File: config.mk
export PLATFORM = sky130hd
export DESIGN_NAME = univ_counter_shifter
export DESIGN_NICKNAME = d
export VERILOG_FILES = /design/src/rtl/univ_counter_shifter.sv
export SDC_FILE = /design/constraint.sdc
export NUM_CORES = 1
export LEC_CHECK = 0
export CORE_MARGIN = 1
export CORE_UTILIZATION = 30
export CTS_BUF_LIST = sky130_fd_sc_hd__clkbuf_8
export DETAILED_ROUTE_END_ITERATION = 8
export PLACE_DENSITY_LB_ADDON = 0.25
export REMOVE_ABC_BUFFERS = 1
export SYNTH_ARGS = -nofsm -noshare
export SYNTH_HDL_FRONTEND = slang
export SYNTH_SLANG_ARGS = --single-unit
File: constraint.sdc
create_clock -name Clock -period 3.4 [get_ports Clock]
set_input_delay 0.51 -clock Clock [delete_from_list [all_inputs] [get_ports Clock]]
set_output_delay 0.51 -clock Clock [all_outputs]
set_load 0.05 [all_outputs]
File: src/rtl/univ_counter_shifter.sv
// Universal counter / shift register with prioritised single-cycle commands and status flags.
// Optional compare/match output enabled by defining UNIV_COUNTER_MATCH_EN.
module univ_counter_shifter #(
    parameter int          WIDTH    = 32,
    parameter int unsigned STEP     = 32'd1,
    parameter bit          SATURATE = 1'b0
) (
    input  logic             Clock,
    input  logic             nReset,
    input  logic [WIDTH-1:0] CounterInData,
    input  logic             CounterInMSB,
    input  logic             CounterInLSB,
    input  logic             DoClear,
    input  logic             DoLoad,
    input  logic             DoSet,
    input  logic             DoIncrement,
    input  logic             DoDecrement,
    input  logic             DoShiftL2R,
    input  logic             DoShiftR2L,
    input  logic             DoRotL2R,
    input  logic             DoRotR2L,
`ifdef UNIV_COUNTER_MATCH_EN
    input  logic [WIDTH-1:0] CompareValue,
    output logic             Match,
`endif
    output logic [WIDTH-1:0] CounterOut,
    output logic             IsZero,
    output logic             IsMax,
    output logic             Overflow,
    output logic             Underflow,
    output logic             ShiftOut
);

    localparam logic [WIDTH-1:0] STEP_W   = WIDTH'(STEP);
    localparam logic [WIDTH-1:0] ALL_ONES = {WIDTH{1'b1}};

    logic [WIDTH-1:0] r_cnt;
    logic             r_ov;
    logic             r_un;
    logic             r_so;

    logic [WIDTH:0]   w_sum;
    logic [WIDTH:0]   w_diff;
    logic [WIDTH-1:0] w_next;
    logic             w_ov;
    logic             w_un;
    logic             w_so;

    // Next-state selection; the if/else chain encodes command priority.
    always_comb begin
        w_sum  = {1'b0, r_cnt} + {1'b0, STEP_W};
        w_diff = {1'b0, r_cnt} - {1'b0, STEP_W};
        w_next = r_cnt;
        w_ov   = 1'b0;
        w_un   = 1'b0;
        w_so   = r_so;
        if (DoClear) begin
            w_next = '0;
            w_so   = 1'b0;
        end else if (DoLoad) begin
            w_next = CounterInData;
        end else if (DoSet) begin
            w_next = ALL_ONES;
        end else if (DoIncrement) begin
            // A carry out of WIDTH bits is exactly the "Out > MAX-STEP" clamp condition.
            w_ov = w_sum[WIDTH];
            if (SATURATE && w_sum[WIDTH]) begin
                w_next = ALL_ONES;
            end else begin
                w_next = w_sum[WIDTH-1:0];
            end
        end else if (DoDecrement) begin
            w_un = w_diff[WIDTH];
            if (SATURATE && w_diff[WIDTH]) begin
                w_next = '0;
            end else begin
                w_next = w_diff[WIDTH-1:0];
            end
        end else if (DoShiftL2R) begin
            w_next = {CounterInMSB, r_cnt[WIDTH-1:1]};
            w_so   = r_cnt[0];
        end else if (DoShiftR2L) begin
            w_next = {r_cnt[WIDTH-2:0], CounterInLSB};
            w_so   = r_cnt[WIDTH-1];
        end else if (DoRotL2R) begin
            w_next = {r_cnt[0], r_cnt[WIDTH-1:1]};
            w_so   = r_cnt[0];
        end else if (DoRotR2L) begin
            w_next = {r_cnt[WIDTH-2:0], r_cnt[WIDTH-1]};
            w_so   = r_cnt[WIDTH-1];
        end else begin
            w_next = r_cnt;
        end
    end

    // State and flag registers.
    always_ff @(posedge Clock or negedge nReset) begin
        if (!nReset) begin
            r_cnt <= '0;
            r_ov  <= 1'b0;
            r_un  <= 1'b0;
            r_so  <= 1'b0;
        end else begin
            r_cnt <= w_next;
            r_ov  <= w_ov;
            r_un  <= w_un;
            r_so  <= w_so;
        end
    end

`ifdef UNIV_COUNTER_MATCH_EN
    logic r_match;

    // Match follows the registered counter value one edge later.
    always_ff @(posedge Clock or negedge nReset) begin
        if (!nReset) begin
            r_match <= 1'b0;
        end else begin
            r_match <= (r_cnt == CompareValue);
        end
    end

    assign Match = r_match;
`endif

    assign CounterOut = r_cnt;
    assign IsZero     = (r_cnt == '0);
    assign IsMax      = (r_cnt == ALL_ONES);
    assign Overflow   = r_ov;
    assign Underflow  = r_un;
    assign ShiftOut   = r_so;

endmodule

=== After elaboration in Yosys (flattened, before gate mapping) ===
Cells that the tools add are included.
Widths: inputs -> output; s select.

* Memories kept: 0
* Bits of input ports: 45
* Latch bits: 0
* ROM bits: 0
* Output and inout port bits: 37
* Bits in writable memories: 0
* Word-level logic and storage cells: 42
* Register bits after elaboration: 35

* Reductions and logical operators: 4
* $mul: 0
* Equal/unequal tests: 5
* Add/sub/neg operators: 2
* Order comparisons: 0
* Shift-type cells: 0
* Bitwise logic cells: 0
* Divide/modulo/power cells: 0
* Mux-type cells: 27

{| class="wikitable"
|+ Operator list
! cell !! number
|-
| $mux 32 || 9
|-
| $add 32x1->33 const B || 1
|-
| $sub 32x1->33 const B || 1
|-
| $eq 32x32->1 const B || 1
|-
| $logic_not 32->1 || 1
|-
| $mux 1 || 18
|-
| $reduce_bool 9->1 || 1
|-
| $ne 2x2->1 const B || 4
|-
| $reduce_and 5->1 || 1
|-
| $reduce_bool 5->1 || 1
|}

=== Longest topological paths before layout ===
* Depth after elaboration: 9
* Gate-level depth with buffers: 9
* Gate-level depth less buffers: 8

=== Least setup slack after synthesis ===
Ideal clock, no wire load.

* Path kind: reg-to-output
* From: reg r_cnt[2], in the netlist CounterOut[2]
* To: out IsMax
* Arrival: 3.073 ns
* Cell stages (with the launch flop): 7
* Setup slack: -0.183 ns
* Data required time: 2.890 ns
* Buffers on the path: 2
* Path through: dfrtp_1 > buf_1 > nand4_1 > nor3_1 > clkbuf_1 > nand3_1 > nor3_1

* Longest elaborated chain between the ends: 1

{| class="wikitable"
|+ RTL lines
! what !! line !! text
|-
| start: declaration || 37 || <nowiki>logic [WIDTH-1:0] r_cnt;</nowiki>
|-
| start signal: assignment || 104 || <nowiki>r_cnt <= w_next;</nowiki>
|-
| $eq 32x32->1 || 128 || <nowiki>assign IsMax = (r_cnt == ALL_ONES);</nowiki>
|-
| end: declaration || 28 || <nowiki>output logic IsMax,</nowiki>
|}

No other way between the ends.

=== Final worst setup path ===
* From: reg r_cnt[18], in the netlist CounterOut[18]
* To: out IsZero

* Longest elaborated chain between the ends: 1

{| class="wikitable"
|+ RTL lines
! what !! line !! text
|-
| $logic_not 32->1 || 127 || <nowiki>assign IsZero = (r_cnt == '0);</nowiki>
|-
| end: declaration || 27 || <nowiki>output logic IsZero,</nowiki>
|}

No other way between the ends.

==> metrics.cfg <==
[yosys]
avgSynthCellArea_um2=6.93
synthArstFlopShare_pct=100
ys_types=53
muxShareOfSynthArea_pct=3.05
synth_edf_count=0
synth_compound_area_share_pct=26.1
synth-seq-cells=35
yosys_warnings=0
ys_seq_area_share_pct=21.8
syn_area_um2=4020
synthXorXnorAreaFrac_pct=9.80
synthAdderAreaFrac_pct=0.622
synth_simple_gate_area_share_pct=30.7
syn_inst=580
synth_top_flop_cell=dfrtp_1
synth_top_family_by_area=simple AND/OR/NAND/NOR gates

[routing]
drt_first_pass_iters=5
finalWirelength_um=17100
routed_via_density=6.17
num_vias=4939
drt_iter0_markers=584
drtAntennaViolNets=0
drc=0
routedWlPerCell_um=21.4

[timing]
finalHoldViolations=0
timing.fmax_mhz=318
finalCritPeriodShare_pct=92.6
rsz0062_at_grt=no
hold_ws_ns=0.329
fin_ws_ns=0.253
slew_headroom_pct=38.9
setup_viol=0
tns_ns=0
fin_skew_ns=0.00999
drv_slew=0
period_needed_ns=3.15
tightest_slew_ns=0.916

[cells_and_area]
area_growth_pct=27.1
drive_gt1_share_pct=7.79
layoutNonFillerInstCount=801
mostFrequentLayoutCells=nand2_1, clkdlybuf4s50_1, a21oi_1, nor2_1, dfrtp_1
fillers=1349
post-route-util_pct=39.9
antenna_cells=0
fin_area_um2=5110
fin_nets=676

[critical_path]
path_max_fanout=12
crit_arrival_ns=2.64
critical_path.startpoint_type=flip-flop
cp.required_ns=2.89
cp-end-kind=output port
worstSetupPathType=reg2out

[power_and_ir_drop]
finalPower_mw=1.53
p_seq_share_pct=36.0
irDropWorstVdd_mv=0.125
power_switching_uw=672
switching_share_pct=43.9
leakagePower_nw=1.91
p_comb_share_pct=42.1
internal-power_uw=860
p_per_area_nw_per_um2=300
p_clk_share_pct=21.9

[clock_network]
cts_sinks=35
clk_pin_slew_ns=0.08
clk_path_buf_depth=2
cts_buffers=5
ctsHoldBuffers=0
cts_resized=0
cts_root_buf=clkbuf_8
htreeDepth=2
postCtsSetupBuffers=0
clk_latency_ns=0.31
cts_tree=done

[grt]
grt_use_total_pct=24.2
antenna_found_initial=1
grt_max_degree=36
gr-total-overflow=0
grt_pass1_vias=4711
grt_pass1_wl_um=26600

[die]
die_area_um2=13900
ios=82
core_area_um2=12800
fp-row-count=41
initial_core_util_pct=31.4
die_x_um=118
die_h_um=118

[status]
outcome=complete, no violations

[placed_design]
routabilityCongestion=0.945
place_area_um2=5020
portBuffers=81
place_inst=794
hpwl_um=11600
place_ws_ns=0.435

[flow_run]
maxCapViolations=0

[hold_path]
hold_path.class=in2async

## worst paths after layout
kind                             endpoint            from  slack [ns]  cells after the start
max in group asynchronous  CounterOut[22]          nReset        2.50                      1
min                              ShiftOut          nReset        0.33                      1
min in group Clock               ShiftOut        ShiftOut        0.53                      2
max reg2reg                CounterOut[15]   CounterOut[4]        0.44                      6
min reg2reg                      ShiftOut        ShiftOut        0.53                      2
max                                IsZero  CounterOut[18]        0.25                      5
## layout make-up
| class | instances | area (um^2) | share of cell area (%) |
|---|---|---|---|
| clock buffers | 6 | 82.6 | 1.62 |
| clock inverters | 1 | 5.00 | 0.0979 |
| inverters | 14 | 52.6 | 1.03 |
| multi-input cells | 464 | 2830 | 55.4 |
| flip-flops and latches | 35 | 876 | 17.1 |
| well taps | 172 | 215 | 4.21 |
| repair buffers | 109 | 1050 | 20.5 |
## power groups by stage
stage	sequential (mW)	clock (mW)	combinational [mW]
4_1_cts	0.548	0.345	0.639
5_1_grt	0.559	0.359	0.686
6_report	0.552	0.335	0.646
2_1_floorplan	0.650	0	0.250
3_5_place_dp	0.557	0	0.636
3_3_place_gp	0.555	0	0.631
## synth_stat cells, types with 8 or more instances
master,n,area (um^2)
mux2i_1,10,100
o21ai_0,28,140
a221oi_1,8,70.1
nand2_1,78,293
dfrtp_1,35,876
nor2_1,38,143
nand2b_1,8,50.1
nand4_1,18,113
xor2_1,18,158
xnor2_1,27,236
a31oi_1,17,106
and3_1,8,50.1
a21oi_1,40,200
o31ai_1,8,60.1
nor4_1,15,93.8
a211oi_1,12,90.1
nor3_1,26,130
nand3_1,24,120
a22oi_1,16,120
inv_1,14,52.6
clkbuf_1,58,218
or4_1,8,60.1
## critical path: stages, from the launching register on
cell and delay [ns]:
dfrtp_1 0.52, or4_1 0.66, nor4b_4 0.57, nand4_1 0.20, nor2_1 0.21, buf_12 0.17
## state kept, by name, indices dropped and copies added (netlist names)
register,flops
CounterOut,32
Overflow,1
ShiftOut,1
Underflow,1
## metal layers
metal	vias to the layer above	GRT usage, %	wire (um)
met4	0	10.4	531
li1	2232	-	-
met5	-	0	0
met1	2349	33.1	7430
met3	48	4.75	1520
met2	310	36.9	7630
## logic make-up after synthesis
group           Yosys count
simple gates            245
compound gates          160
buf+inv                  81
xor+xnor                 45
flops                    35
mux                      12
fa+ha+maj                 2
(Power assumes the default switching activity.)
